**src/rtl/gestor_botones.sv**
```systemverilog
// gestor_botones: debounced long-press detection for food/medicine/reset buttons plus decaying 0..3 levels (in: clk reset btn_*_n activo_*; out: senal_5seg_* reset_general nivel_*)
module gestor_botones #(
  parameter int DEB_CYC = 1_000_000,
  parameter int HOLD_CYC = 250_000_000,
  parameter int HOLD_RST_CYC = 150_000_000,
  parameter int DECAY_CYC = 500_000_000,
  parameter logic [1:0] LEVEL_INIT = 2'd3
) (
  input  logic clk,
  input  logic reset,
  input  logic btn_comida_n,
  input  logic btn_medicina_n,
  input  logic btn_reset_n,
  input  logic activo_comida,
  input  logic activo_medicina,
  output logic senal_5seg_comida,
  output logic senal_5seg_medicina,
  output logic reset_general,
  output logic [1:0] nivel_comida,
  output logic [1:0] nivel_medicina
);
  typedef enum logic [1:0] {IDLE, PRESSED, FIRED} st_t;
  logic [2:0] raw, pulse;
  assign raw = ~{btn_reset_n, btn_medicina_n, btn_comida_n};
  for (genvar g = 0; g < 3; g++) begin : ch
    localparam int LIM = (g == 2) ? HOLD_RST_CYC : HOLD_CYC;
    logic [1:0] sync;
    logic deb, p;
    logic [31:0] dcnt, hcnt;
    st_t st;
    always_ff @(posedge clk) begin
      if (reset) begin
        sync <= '0;
        deb <= 1'b0;
        dcnt <= '0;
        hcnt <= '0;
        st <= IDLE;
        p <= 1'b0;
      end else begin
        sync <= {sync[0], raw[g]};
        if (sync[1] == deb) dcnt <= '0;
        else if (dcnt == 32'(DEB_CYC - 1)) begin
          deb <= sync[1];
          dcnt <= '0;
        end else dcnt <= dcnt + 32'd1;
        p <= 1'b0;
        case (st)
          IDLE: if (deb) begin
            st <= PRESSED;
            hcnt <= '0;
          end
          PRESSED: if (!deb) st <= IDLE;
          else if (hcnt == 32'(LIM - 1)) begin
            p <= 1'b1;
            st <= FIRED;
          end else hcnt <= hcnt + 32'd1;
          FIRED: if (!deb) st <= IDLE;
          default: st <= IDLE;
        endcase
      end
    end
    assign pulse[g] = p;
  end
  assign senal_5seg_comida = pulse[0];
  assign senal_5seg_medicina = pulse[1];
  assign reset_general = pulse[2];
  logic [31:0] dec;
  logic ac_q, am_q, tick, inc_c, inc_m;
  assign tick = dec == 32'(DECAY_CYC - 1);
  assign inc_c = activo_comida & ~ac_q;
  assign inc_m = activo_medicina & ~am_q;
  function automatic logic [1:0] lvl_next(input logic [1:0] l, input logic i, input logic t);
    return (i && !t && l != 2'd3) ? l + 2'd1 : (t && !i && l != 2'd0) ? l - 2'd1 : l;
  endfunction
  always_ff @(posedge clk) begin
    if (reset) begin
      dec <= '0;
      ac_q <= 1'b0;
      am_q <= 1'b0;
      nivel_comida <= LEVEL_INIT;
      nivel_medicina <= LEVEL_INIT;
    end else begin
      dec <= tick ? '0 : dec + 32'd1;
      ac_q <= activo_comida;
      am_q <= activo_medicina;
      nivel_comida <= lvl_next(nivel_comida, inc_c, tick);
      nivel_medicina <= lvl_next(nivel_medicina, inc_m, tick);
    end
  end
endmodule
```
**config.mk**
```make
export PLATFORM = sky130hd
export DESIGN_NAME = gestor_botones
export DESIGN_NICKNAME = d
export VERILOG_FILES = /design/src/rtl/gestor_botones.sv
export SDC_FILE = /design/constraint.sdc
export NUM_CORES = 1
export LEC_CHECK = 0
export BUFFER_PORTS_ARGS = -buffer_cell sky130_fd_sc_hd__buf_2
export CORE_MARGIN = 8
export CORE_UTILIZATION = 50
export DETAILED_ROUTE_END_ITERATION = 12
export GPL_ROUTABILITY_DRIVEN = 1
export PLACE_DENSITY = 0.72
export SLEW_MARGIN = 20
export SYNTH_ARGS = -nofsm -noshare
export SYNTH_HDL_FRONTEND = slang
export SYNTH_SLANG_ARGS = --single-unit
```
**constraint.sdc**
```tcl
create_clock -name clk -period 1.9 [get_ports clk]
set_input_delay 0.285 -clock clk [delete_from_list [all_inputs] [get_ports clk]]
set_output_delay 0.285 -clock clk [all_outputs]
set_load 0.02 [all_outputs]
```
==> results of run 1 <==
-- layout make-up --
| cell class | count | area, um2 | share of cell area, % |
|---|---|---|---|
| Clock inverter | 14 | 249 | 1.72 |
| Tap cell | 319 | 399 | 2.75 |
| Multi-Input combinational cell | 1034 | 6720 | 46.3 |
| Clock buffer | 38 | 828 | 5.71 |
| Inverter | 22 | 82.6 | 0.569 |
| Sequential cell | 248 | 4980 | 34.3 |
| Timing Repair Buffer | 157 | 1260 | 8.65 |
-- what timing repair did --
action | 4_1_cts | 5_1_grt
cloned | 0 | 1
pin swaps | 5 | 45
setup endpoints to repair | 24 | 128
resized for setup | 14 | 65
buffers inserted | 0 | 6
hold endpoints to repair | 5 | 0
hold buffers | 5 | 0
-- metrics by stage --
step,std cells,power [mW]
2_1_floorplan,1367,5.44
3_3_place_gp,1768,5.50
3_5_place_dp,1768,5.50
4_1_cts,1825,11.6
5_1_grt,1832,11.9
6_report,1832,11.5
-- sequential cells by signal, summed over array words and instances, names as in the netlist --
register and cells:
am_q 1, senal_5seg_comida 1, reset_general 1, nivel_comida 2, ch.hcnt 96, ch.sync 6
ch.dcnt 96, senal_5seg_medicina 1, ac_q 1, ch.st 6, dec 32, ch.deb 3
nivel_medicina 2
-- how the worst max path moves through the flow --
stage / to / cells past startpoint / from / slack [ns]
6_report: ch[1].st[1] / 6 / ch[1].hcnt[28] / -0.13
5_1_grt: ch[1].st[1] / 6 / ch[1].hcnt[28] / -0.19
4_1_cts: ch[1].hcnt[23] / 6 / ch[1].hcnt[10] / -0.09
2_1_floorplan: ch[1].hcnt[5] / 7 / ch[1].hcnt[31] / -0.14
3_5_place_dp: ch[1].hcnt[23] / 6 / ch[1].hcnt[11] / -0.14
3_3_place_gp: ch[1].hcnt[23] / 6 / ch[1].hcnt[11] / -0.12
-- where the power goes --
group          total (mW)  switching, mW  internal [mW]
combinational       0.169          0.109         0.0602
sequential           5.22        0.00938           5.22
clock                6.08           2.21           3.87
total                11.5           2.33           9.15
-- cell families (layout without fill, tap and decap cells) --
family / Yosys count / after routing / synth area share, %
buffers and inverters: 85 / 231 / 3.43
multiplexers: 8 / 8 / 0.690
AO/OA/AOI/OAI: 134 / 134 / 7.68
XOR/XNOR: 158 / 158 / 11.7
adder cells (fa/ha/maj): 7 / 7 / 0.743
AND/OR/NAND/NOR: 727 / 727 / 33.6
flip-flops: 248 / 248 / 42.1
-- Yosys cell counts (12+ instances only) --
master                     number
sky130_fd_sc_hd__nor2_1       204
sky130_fd_sc_hd__xnor2_1       52
sky130_fd_sc_hd__nor4b_1       17
sky130_fd_sc_hd__or4_1         12
sky130_fd_sc_hd__nand3_1       68
sky130_fd_sc_hd__nand2_1       90
sky130_fd_sc_hd__dfxtp_1      248
sky130_fd_sc_hd__a21oi_1       37
sky130_fd_sc_hd__nor4_1        34
sky130_fd_sc_hd__clkbuf_1      40
sky130_fd_sc_hd__xor2_1       106
sky130_fd_sc_hd__and3_1        50
sky130_fd_sc_hd__and4_1        26
sky130_fd_sc_hd__inv_1         22
sky130_fd_sc_hd__or3_1         38
sky130_fd_sc_hd__a21oi_2       18
sky130_fd_sc_hd__nand4_1       84
sky130_fd_sc_hd__o21ai_0       24
sky130_fd_sc_hd__nor3_1        35
-- worst register-to-register path: cells and delay by family (launching register included) --
| kind | cells | cell delay (ns) |
|---|---|---|
| buffers and inverters | 1 | 0.19 |
| DFF | 1 | 0.32 |
| and+or+nand+nor | 4 | 1.34 |
| AOI/OAI and AO/OA | 1 | 0.13 |
-- routing by layer --
layer / vias to the layer above / GRT usage (%) / wire (um)
li1: 5151 / - / -
met3: 44 / 2.37 / 720
met4: 0 / 4.50 / 539
met1: 4791 / 22.3 / 12100
met5: - / 0 / 0
met2: 122 / 29.5 / 12000
==> run_summary.xml, run 1 <==
<?xml version="1.0" encoding="UTF-8"?>
<metrics>
  <group name="floorplan">
    <metric name="total_die_area" unit="mm2">0.0287</metric>
    <metric name="ioPinCount" unit="">14</metric>
    <metric name="core_area" unit="mm2">0.0233</metric>
    <metric name="die_height" unit="um">169</metric>
    <metric name="die_width" unit="um">169</metric>
    <metric name="initial_core_utilization" unit="%">50.5</metric>
    <metric name="row_count" unit="">56</metric>
  </group>
  <group name="pwr">
    <metric name="largest_voltage_drop_on_the_vdd_net" unit="mV">1.01</metric>
    <metric name="power.density_cell_area" unit="mW/mm2">791</metric>
    <metric name="leakage" unit="nW">5.04</metric>
  </group>
  <group name="setup_path">
    <metric name="cp_max_fanout" unit="">6</metric>
    <metric name="worst_r2r_endpoint" unit="">ch[1].st[1]</metric>
    <metric name="critPathSlowestCell" unit="">sky130_fd_sc_hd__or4b_4</metric>
    <metric name="critical_path.top_delay_family" unit="">simple AND/OR/NAND/NOR gates</metric>
    <metric name="cp.arrival" unit="ns">2.51</metric>
    <metric name="critPathKind" unit="">reg -&gt; reg</metric>
    <metric name="reg2reg_setup_slack" unit="ns">-0.13</metric>
    <metric name="critical_path.cell_chain" unit="">or4b_4 -&gt; nor4_4 -&gt; buf_6 -&gt; nand3_4 -&gt; or3_4 -&gt; a21oi_2</metric>
    <metric name="critPathLaunchType" unit="">flop</metric>
    <metric name="critical_path_required" unit="ns">2.38</metric>
    <metric name="critical_path.reg2reg.startpoint" unit="">ch[1].hcnt[28]</metric>
    <metric name="cp-end-kind" unit="">flop</metric>
    <metric name="timing.critical_path.slowest_cell_delay" unit="ns">0.54</metric>
    <metric name="ff2ff_path_depth" unit="">6</metric>
    <metric name="crit_buf_inv" unit="">1</metric>
  </group>
  <group name="clock_tree">
    <metric name="cts_htree_levels" unit="">1</metric>
    <metric name="tritoncts.num_buffers" unit="">28</metric>
    <metric name="ctsRootBufferMaster" unit="">sky130_fd_sc_hd__clkbuf_16</metric>
    <metric name="clk_path_buf_depth" unit="">3</metric>
    <metric name="cts_tree" unit="">built</metric>
    <metric name="clkLatencyLatePin" unit="ns">0.55</metric>
    <metric name="clk_transition_reported_paths" unit="ns">0.06</metric>
    <metric name="clock_sinks" unit="">248</metric>
  </group>
  <group name="finish">
    <metric name="stdcell_area" unit="mm2">0.0145</metric>
    <metric name="final_core_utilization" unit="%">62.2</metric>
    <metric name="areaGrowthSynthToFinish" unit="%">23.2</metric>
    <metric name="final_cell_mix" unit="">sky130_fd_sc_hd__dfxtp_1 (238), sky130_fd_sc_hd__nor2_1 (204), sky130_fd_sc_hd__buf_4 (127), sky130_fd_sc_hd__xor2_1 (106), sky130_fd_sc_hd__nand2_1 (90)</metric>
    <metric name="layout.cells.most_common" unit="">sky130_fd_sc_hd__dfxtp_1</metric>
    <metric name="nFillCells" unit="">1920</metric>
    <metric name="final_layout_size_suffix_gt1_share" unit="%">21.5</metric>
    <metric name="insertedDiodeCount" unit="">0</metric>
    <metric name="nets" unit="">1505</metric>
  </group>
  <group name="grt">
    <metric name="maximum_number_of_pins_on_one_net_before_global_route_repair" unit="">33</metric>
    <metric name="antenna_found_initial" unit="">0</metric>
    <metric name="grt_pass1_vias" unit="">9448</metric>
    <metric name="all_layer_gr_usage" unit="%">17.2</metric>
    <metric name="overflow" unit="">0</metric>
    <metric name="first_pass_grt_wire_length" unit="um">43200</metric>
  </group>
  <group name="hold_path">
    <metric name="whs_path_depth" unit="">2</metric>
    <metric name="min_path_type" unit="">in -&gt; reg</metric>
    <metric name="worst_hold_startpoint" unit="">reset</metric>
    <metric name="holdPathEnd" unit="">ch[2].st[0]</metric>
  </group>
  <group name="timing">
    <metric name="unrepaired_setup_endpoints_after_global_routing" unit="">yes</metric>
    <metric name="period_utilisation_layout" unit="%">107</metric>
    <metric name="clock_period_minus_worst_slack" unit="ns">2.03</metric>
    <metric name="fmaxAchievable" unit="MHz">492</metric>
    <metric name="layout_setup_ws" unit="ns">-0.131</metric>
    <metric name="slew_viol_final" unit="">0</metric>
    <metric name="final-setup-viol-count" unit="">29</metric>
    <metric name="timing.slew.headroom" unit="%">69.1</metric>
    <metric name="final-hold-violation-count" unit="">0</metric>
    <metric name="hold_slack" unit="ns">0.180</metric>
    <metric name="final.setup_skew" unit="ns">0.0151</metric>
    <metric name="tns" unit="ns">-2.27</metric>
    <metric name="timing_worst_slew_pin_value" unit="ns">0.464</metric>
  </group>
  <group name="status">
    <metric name="outcome" unit="">finished, violations left</metric>
    <metric name="violations" unit="">negative setup slack</metric>
  </group>
  <group name="yosys">
    <metric name="syn-mean-instance-area" unit="um2">8.62</metric>
    <metric name="yosys.area.top_type" unit="">sky130_fd_sc_hd__dfxtp_1</metric>
    <metric name="yosys.cell_types.count" unit="">70</metric>
    <metric name="synth-edff-count" unit="">0</metric>
    <metric name="synth_flop_cell" unit="">sky130_fd_sc_hd__dfxtp_1</metric>
    <metric name="ys_seq_area_share" unit="%">42.1</metric>
    <metric name="postSynth.asyncResetShare" unit="%">0</metric>
    <metric name="yosysTopAreaCellShare" unit="%">42.1</metric>
    <metric name="synth_top_cells_by_area" unit="">sky130_fd_sc_hd__dfxtp_1 (42%), sky130_fd_sc_hd__xor2_1 (7.9%), sky130_fd_sc_hd__nor2_1 (6.5%)</metric>
    <metric name="synth.cell_area" unit="mm2">0.0118</metric>
    <metric name="syn_nets" unit="">1381</metric>
    <metric name="postSynthRegisterBits" unit="">248</metric>
    <metric name="yosysWarningCount" unit="">0</metric>
    <metric name="synthCells" unit="">1367</metric>
  </group>
  <group name="place">
    <metric name="place_hpwl" unit="um">16900</metric>
    <metric name="pre_cts_slack" unit="ns">-0.144</metric>
    <metric name="routabilityCongestion" unit="">0.826</metric>
    <metric name="port_buffers" unit="">13</metric>
    <metric name="dpl_cell_area" unit="mm2">0.0130</metric>
  </group>
  <group name="detailed_routing">
    <metric name="detail_route.first_pass.iterations" unit="">5</metric>
    <metric name="initialDrtViolationCount" unit="">530</metric>
    <metric name="routed_wirelength" unit="um">25400</metric>
    <metric name="detailroute.via_count" unit="">10100</metric>
    <metric name="route.detailed.vias_per_inst" unit="">5.52</metric>
    <metric name="detail-route-antenna-nets" unit="">0</metric>
    <metric name="avgRoutedWirePerCell" unit="um">13.9</metric>
    <metric name="drc_errors" unit="">0</metric>
  </group>
  <group name="run">
    <metric name="max_cap_violations" unit="">0</metric>
  </group>
</metrics>
Note: power is estimated with default switching activity, not from simulation.
==> inputs of run 2 (changes only) <==
--- a/config.mk
+++ b/config.mk
@@ -6,6 +6,7 @@
 export NUM_CORES = 1
 export LEC_CHECK = 0
 export BUFFER_PORTS_ARGS = -buffer_cell sky130_fd_sc_hd__buf_2
+export CORE_ASPECT_RATIO = 1.4
 export CORE_MARGIN = 8
 export CORE_UTILIZATION = 50
 export DETAILED_ROUTE_END_ITERATION = 12
==> run 2 against run 1 <==
Effect of this change:
- the run still ends with negative setup slack left
- critical path type unchanged
- maximum frequency increased by 5.5%
- clock skew down 0.0068 ns
- count of clock-buffer cells in the layout is 4 lower
==> run_summary.xml, run 2 (synthesized netlist as in run 1, its figures left out) <==
<?xml version="1.0" encoding="UTF-8"?>
<metrics>
  <group name="finish">
    <metric name="insertedDiodeCount" unit="">0</metric>
    <metric name="nets" unit="">1504</metric>
    <metric name="layoutNonFillerInstCount" unit="">1814</metric>
    <metric name="final_layout_size_suffix_gt1_share" unit="%">21.3</metric>
    <metric name="layout.cells.most_common" unit="">sky130_fd_sc_hd__dfxtp_1</metric>
    <metric name="final_cell_mix" unit="">sky130_fd_sc_hd__dfxtp_1 (238), sky130_fd_sc_hd__nor2_1 (204), sky130_fd_sc_hd__buf_4 (127), sky130_fd_sc_hd__xor2_1 (106), sky130_fd_sc_hd__nand2_1 (90)</metric>
    <metric name="biggestRegsByFlops" unit="">ch.dcnt x96, ch.hcnt x96, dec x32</metric>
    <metric name="stdcell_area" unit="mm2">0.0144</metric>
    <metric name="area.sequential" unit="mm2">0.00498</metric>
    <metric name="area_of_the_multi_input_gates" unit="mm2">0.00673</metric>
    <metric name="final_core_utilization" unit="%">61.9</metric>
    <metric name="nFillCells" unit="">1911</metric>
    <metric name="areaGrowthSynthToFinish" unit="%">21.8</metric>
  </group>
  <group name="clock_tree">
    <metric name="clkLatencyLatePin" unit="ns">0.53</metric>
    <metric name="clk_transition_reported_paths" unit="ns">0.07</metric>
    <metric name="cts_tree" unit="">built</metric>
    <metric name="clk_path_buf_depth" unit="">3</metric>
    <metric name="ctsRootBufferMaster" unit="">sky130_fd_sc_hd__clkbuf_16</metric>
    <metric name="clock_sinks" unit="">248</metric>
    <metric name="cts_htree_levels" unit="">1</metric>
    <metric name="tritoncts.num_buffers" unit="">25</metric>
  </group>
  <group name="grt">
    <metric name="grt_pass1_vias" unit="">9944</metric>
    <metric name="all_layer_gr_usage" unit="%">17.3</metric>
    <metric name="antenna_found_initial" unit="">0</metric>
    <metric name="first_pass_grt_wire_length" unit="um">44100</metric>
    <metric name="overflow" unit="">0</metric>
    <metric name="maximum_number_of_pins_on_one_net_before_global_route_repair" unit="">33</metric>
  </group>
  <group name="timing">
    <metric name="timing_worst_slew_pin_value" unit="ns">0.536</metric>
    <metric name="final-setup-viol-count" unit="">12</metric>
    <metric name="period_utilisation_layout" unit="%">101</metric>
    <metric name="clock_period_minus_worst_slack" unit="ns">1.93</metric>
    <metric name="hold_slack" unit="ns">0.224</metric>
    <metric name="fmaxAchievable" unit="MHz">519</metric>
    <metric name="timing.slew.headroom" unit="%">64.3</metric>
    <metric name="final-hold-violation-count" unit="">0</metric>
    <metric name="layout_setup_ws" unit="ns">-0.0254</metric>
    <metric name="slew_viol_final" unit="">0</metric>
    <metric name="unrepaired_setup_endpoints_after_global_routing" unit="">yes</metric>
    <metric name="final.setup_skew" unit="ns">0.00834</metric>
  </group>
  <group name="setup_path">
    <metric name="critical_path_required" unit="ns">2.31</metric>
    <metric name="cp_max_fanout" unit="">6</metric>
    <metric name="cp.arrival" unit="ns">2.34</metric>
    <metric name="critPathKind" unit="">reg -&gt; reg</metric>
    <metric name="reg2reg_setup_slack" unit="ns">-0.03</metric>
    <metric name="cp-end-kind" unit="">flop</metric>
    <metric name="critPathLaunchType" unit="">flop</metric>
  </group>
  <group name="hold_path">
    <metric name="min_path_type" unit="">in -&gt; reg</metric>
  </group>
  <group name="detailed_routing">
    <metric name="initialDrtViolationCount" unit="">377</metric>
    <metric name="detail_route.first_pass.iterations" unit="">5</metric>
    <metric name="routed_wirelength" unit="um">25600</metric>
    <metric name="route.detailed.vias_per_inst" unit="">5.61</metric>
    <metric name="drc_errors" unit="">0</metric>
    <metric name="avgRoutedWirePerCell" unit="um">14.1</metric>
    <metric name="detailroute.via_count" unit="">10200</metric>
    <metric name="detail-route-antenna-nets" unit="">0</metric>
  </group>
  <group name="place">
    <metric name="routabilityCongestion" unit="">0.839</metric>
    <metric name="placed_cells" unit="">1758</metric>
    <metric name="pre_cts_slack" unit="ns">-0.128</metric>
    <metric name="port_buffers" unit="">13</metric>
    <metric name="dpl_cell_area" unit="mm2">0.0130</metric>
    <metric name="place_hpwl" unit="um">17100</metric>
  </group>
  <group name="floorplan">
    <metric name="die_width" unit="um">146</metric>
    <metric name="ioPinCount" unit="">14</metric>
    <metric name="row_count" unit="">66</metric>
    <metric name="initial_core_utilization" unit="%">50.8</metric>
    <metric name="die_height" unit="um">198</metric>
    <metric name="total_die_area" unit="mm2">0.0288</metric>
    <metric name="core_area" unit="mm2">0.0232</metric>
  </group>
  <group name="pwr">
    <metric name="power.density_cell_area" unit="mW/mm2">739</metric>
    <metric name="largest_voltage_drop_on_the_vdd_net" unit="mV">0.744</metric>
    <metric name="leakage" unit="nW">4.94</metric>
  </group>
  <group name="run">
    <metric name="max_cap_violations" unit="">0</metric>
  </group>
  <group name="status">
    <metric name="outcome" unit="">finished, violations left</metric>
    <metric name="violations" unit="">negative setup slack</metric>
  </group>
</metrics>
-- run 2: cell types whose count changed in the layout (fill, tap and decap cells not counted), moves of 4 or more --
cell                       change
sky130_fd_sc_hd__o21ai_2       -5
sky130_fd_sc_hd__clkbuf_8      -5
sky130_fd_sc_hd__nor4_2        +5
sky130_fd_sc_hd__nor4_1        -5
sky130_fd_sc_hd__clkinv_2      -4
sky130_fd_sc_hd__clkbuf_1      +4
-- run 2: area by class of cell --
type / count / area share (%)
clock buffer: 34 / 4.87
clock inverter: 11 / 1.19
inverter: 22 / 0.575
multi-input combinational: 1034 / 46.9
sequential: 248 / 34.7
tap: 306 / 2.67
timing repair buffer: 159 / 9.12
-- run 2: path summary, 6_finish.rpt --
kind / to / from / depth (start not counted)
worst min register to register: ch[2].sync[1] / ch[2].sync[0] / 1
worst max register to register: ch[1].hcnt[24] / ch[1].hcnt[28] / 6
worst max-delay path: ch[1].hcnt[24] / ch[1].hcnt[28] / 6
worst min-delay path: ch[1].sync[0] / reset / 2
-- run 2: layer usage --
| metal | up-vias | track usage, % | wire (um) |
|---|---|---|---|
| met5 | - | 0 | 0 |
| li1 | 5149 | - | - |
| met2 | 135 | 32.9 | 13300 |
| met4 | 0 | 6.30 | 653 |
| met1 | 4837 | 19.4 | 10900 |
| met3 | 56 | 2.20 | 754 |
-- run 2: worst max-delay path, stage by stage, from the launching register on --
cell                      delay (ns)
sky130_fd_sc_hd__dfxtp_2        0.32
sky130_fd_sc_hd__or4b_4         0.55
sky130_fd_sc_hd__nor4_4         0.27
sky130_fd_sc_hd__a41o_4         0.34
sky130_fd_sc_hd__buf_4          0.16
sky130_fd_sc_hd__or4_1          0.12
sky130_fd_sc_hd__a21oi_2        0.06
-- run 2: power by group --
group / internal, mW / switching, mW / total [mW]
registers: 5.21 / 0.00944 / 5.22
logic: 0.0627 / 0.107 / 0.170
clock network: 3.13 / 2.08 / 5.22
-- run 2: metrics by stage --
stage               TNS [ns]  total power [mW]
finish                -0.156              10.6
global route           -2.57              10.9
CTS                   -0.143              10.7
detailed placement    -0.805              5.50
global placement      -0.234              5.50
floorplan              -1.25              5.44
-- run 2: timing repair --
item                                    in CTS  in global routing
setup buffers                                2                  1
cloned                                       1                  2
hold buffers                                 5                  0
hold endpoints to repair                     5                  0
resized for setup                           17                 63
pin swaps                                    5                 29
endpoints found under the setup margin      29                179
==> inputs of run 3 (changes only) <==
--- a/config.mk
+++ b/config.mk
@@ -16,3 +16,4 @@
 export SYNTH_ARGS = -nofsm -noshare
 export SYNTH_HDL_FRONTEND = slang
 export SYNTH_SLANG_ARGS = --single-unit
+export TNS_END_PERCENT = 30
==> run 3 against run 2 <==
Effect of this change:
- the run still ends with negative setup slack left
- register-to-register slack worse by 0.10 ns
- total power increased by 1.3%
- via count increased by 0.28%
- first-iteration DRC count increased by 35%
- cell count is 0.61% higher
- largest cell class unchanged
- critical path depth stayed put
- count of clock-buffer cells in the layout decreased by 4
- clock skew rose by 0.014 ns
==> run_summary.xml, run 3 (synthesized netlist as in run 1, its figures left out) <==
<?xml version="1.0" encoding="UTF-8"?>
<metrics>
  <group name="status">
    <metric name="outcome" unit="">finished, violations left</metric>
    <metric name="violations" unit="">negative setup slack</metric>
  </group>
  <group name="place">
    <metric name="routabilityCongestion" unit="">0.817</metric>
    <metric name="pre_cts_slack" unit="ns">-0.177</metric>
    <metric name="port_buffers" unit="">13</metric>
    <metric name="place_hpwl" unit="um">17400</metric>
  </group>
  <group name="setup_path">
    <metric name="critPathKind" unit="">reg -&gt; reg</metric>
    <metric name="critPathLaunchType" unit="">flop</metric>
    <metric name="reg2reg_setup_slack" unit="ns">-0.13</metric>
    <metric name="cp.arrival" unit="ns">2.42</metric>
    <metric name="cp_max_fanout" unit="">9</metric>
    <metric name="critical_path.reg2reg.startpoint" unit="">ch[1].hcnt[28]</metric>
    <metric name="cp-end-kind" unit="">flop</metric>
    <metric name="worst_r2r_endpoint" unit="">ch[1].hcnt[11]</metric>
    <metric name="ff2ff_path_depth" unit="">6</metric>
    <metric name="critical_path_required" unit="ns">2.29</metric>
  </group>
  <group name="floorplan">
    <metric name="core_area" unit="mm2">0.0232</metric>
    <metric name="die_width" unit="um">146</metric>
    <metric name="ioPinCount" unit="">14</metric>
    <metric name="initial_core_utilization" unit="%">50.8</metric>
    <metric name="die_height" unit="um">198</metric>
    <metric name="total_die_area" unit="mm2">0.0288</metric>
    <metric name="row_count" unit="">66</metric>
  </group>
  <group name="clock_tree">
    <metric name="clk_transition_reported_paths" unit="ns">0.06</metric>
    <metric name="cts_tree" unit="">built</metric>
    <metric name="tritoncts.num_buffers" unit="">25</metric>
    <metric name="clkLatencyLatePin" unit="ns">0.53</metric>
    <metric name="clk_path_buf_depth" unit="">3</metric>
    <metric name="ctsRootBufferMaster" unit="">sky130_fd_sc_hd__clkbuf_16</metric>
    <metric name="clock_sinks" unit="">248</metric>
    <metric name="cts_htree_levels" unit="">1</metric>
  </group>
  <group name="timing">
    <metric name="timing.slew.headroom" unit="%">73.3</metric>
    <metric name="unrepaired_setup_endpoints_after_global_routing" unit="">yes</metric>
    <metric name="clock_period_minus_worst_slack" unit="ns">2.03</metric>
    <metric name="layout_setup_ws" unit="ns">-0.129</metric>
    <metric name="final-setup-viol-count" unit="">30</metric>
    <metric name="slew_viol_final" unit="">0</metric>
    <metric name="fmaxAchievable" unit="MHz">493</metric>
    <metric name="timing_worst_slew_pin_value" unit="ns">0.397</metric>
    <metric name="hold_slack" unit="ns">0.0169</metric>
    <metric name="final.setup_skew" unit="ns">0.0226</metric>
    <metric name="tns" unit="ns">-2.60</metric>
    <metric name="final-hold-violation-count" unit="">0</metric>
    <metric name="period_utilisation_layout" unit="%">107</metric>
  </group>
  <group name="detailed_routing">
    <metric name="route.detailed.vias_per_inst" unit="">5.59</metric>
    <metric name="detail_route.first_pass.iterations" unit="">5</metric>
    <metric name="initialDrtViolationCount" unit="">510</metric>
    <metric name="avgRoutedWirePerCell" unit="um">14.4</metric>
    <metric name="detail-route-antenna-nets" unit="">0</metric>
    <metric name="detailroute.via_count" unit="">10200</metric>
    <metric name="drc_errors" unit="">0</metric>
    <metric name="routed_wirelength" unit="um">26200</metric>
  </group>
  <group name="grt">
    <metric name="overflow" unit="">0</metric>
    <metric name="maximum_number_of_pins_on_one_net_before_global_route_repair" unit="">33</metric>
    <metric name="antenna_found_initial" unit="">0</metric>
    <metric name="all_layer_gr_usage" unit="%">17.2</metric>
    <metric name="first_pass_grt_wire_length" unit="um">43900</metric>
    <metric name="grt_pass1_vias" unit="">9956</metric>
  </group>
  <group name="finish">
    <metric name="final_layout_size_suffix_gt1_share" unit="%">20.6</metric>
    <metric name="nets" unit="">1518</metric>
    <metric name="layout.cells.most_common" unit="">sky130_fd_sc_hd__dfxtp_1</metric>
    <metric name="final_cell_mix" unit="">sky130_fd_sc_hd__dfxtp_1 (244), sky130_fd_sc_hd__nor2_1 (204), sky130_fd_sc_hd__buf_4 (144), sky130_fd_sc_hd__xor2_1 (106), sky130_fd_sc_hd__nand2_1 (89)</metric>
    <metric name="biggestRegsByFlops" unit="">ch.dcnt x96, ch.hcnt x96, dec x32</metric>
    <metric name="nFillCells" unit="">1916</metric>
    <metric name="insertedDiodeCount" unit="">0</metric>
    <metric name="areaGrowthSynthToFinish" unit="%">22.1</metric>
  </group>
  <group name="pwr">
    <metric name="leakage" unit="nW">5.03</metric>
    <metric name="largest_voltage_drop_on_the_vdd_net" unit="mV">0.718</metric>
    <metric name="power.density_cell_area" unit="mW/mm2">747</metric>
    <metric name="p_total" unit="mW">10.7</metric>
  </group>
  <group name="hold_path">
    <metric name="whs_path_depth" unit="">2</metric>
    <metric name="min_path_type" unit="">in -&gt; reg</metric>
    <metric name="worst_hold_startpoint" unit="">activo_comida</metric>
    <metric name="holdPathEnd" unit="">ac_q</metric>
  </group>
  <group name="run">
    <metric name="max_cap_violations" unit="">0</metric>
  </group>
</metrics>
## run 3: changes by cell type in the layout (fill, tap and decap cells not counted), sizes merged
cell / before / now
clkinv: 3 / 5
buf: 153 / 168
clkinvlp: 2 / 0
clkbuf: 35 / 32
inv: 24 / 23
bufinv: 4 / 6
dlygate4sd3: 5 / 3
## run 3: per-layer routing
layer  global-route usage, %  wire length [um]  vias up  part of all wire, %
met5                       0                 0        -                    0
met4                    5.72               488        0                  1.9
met3                    2.43               864       46                  3.3
met2                    32.6             13800      149                   52
met1                    19.4             11100     4849                   42
li1                        -                 -     5162                    -
## run 3: layout make-up
class	count	area, um2	share of cell area [%]
clock inverter	12	221	1.54
sequential	248	4970	34.5
tap	306	383	2.66
inverter	22	82.6	0.574
clock buffer	30	664	4.62
multi-input combinational	1034	6660	46.3
timing repair buffer	173	1400	9.75
## run 3: power by group
group	switching, mW	internal, mW
Combinational	0.109	0.0615
Sequential	0.0108	5.21
Clock	2.05	3.30
## run 3: critical path, stage by stage, from the launching register on
cell and delay [ns]:
sky130_fd_sc_hd__dfxtp_2 0.31, sky130_fd_sc_hd__or4b_4 0.54, sky130_fd_sc_hd__nor4_4 0.35, sky130_fd_sc_hd__a41o_4 0.36, sky130_fd_sc_hd__buf_4 0.17, sky130_fd_sc_hd__or4_1 0.12, sky130_fd_sc_hd__a21oi_2 0.05
## run 3: repair_timing
| action | CTS | global route |
|---|---|---|
| setup buffers | 2 | 7 |
| gates resized for setup | 22 | 35 |
| gates cloned | 0 | 4 |
| endpoints found under the setup margin | 56 | 114 |
| endpoints found under the hold margin | 3 | 0 |
| pin swaps | 15 | 17 |
| hold buffers | 3 | 0 |
## run 3: worst max path at each step
stage / endpoint / start / cells after the start
3_5_place_dp: ch[1].hcnt[23] / ch[1].hcnt[24] / 6
5_1_grt: ch[1].hcnt[10] / ch[1].hcnt[28] / 6
6_report: ch[1].hcnt[11] / ch[1].hcnt[28] / 6
4_1_cts: ch[1].hcnt[5] / ch[1].hcnt[28] / 6
3_3_place_gp: ch[1].hcnt[23] / ch[1].hcnt[24] / 6
2_1_floorplan: ch[1].hcnt[5] / ch[1].hcnt[31] / 7
## run 3: per-stage QoR
stage,utilization [%],area [um2],std cells
2_1_floorplan,-,11800,1367
3_3_place_gp,56.4,13100,1767
3_5_place_dp,56.4,13100,1767
4_1_cts,60.9,14100,1814
5_1_grt,62.0,14400,1825
6_report,62.0,14400,1825
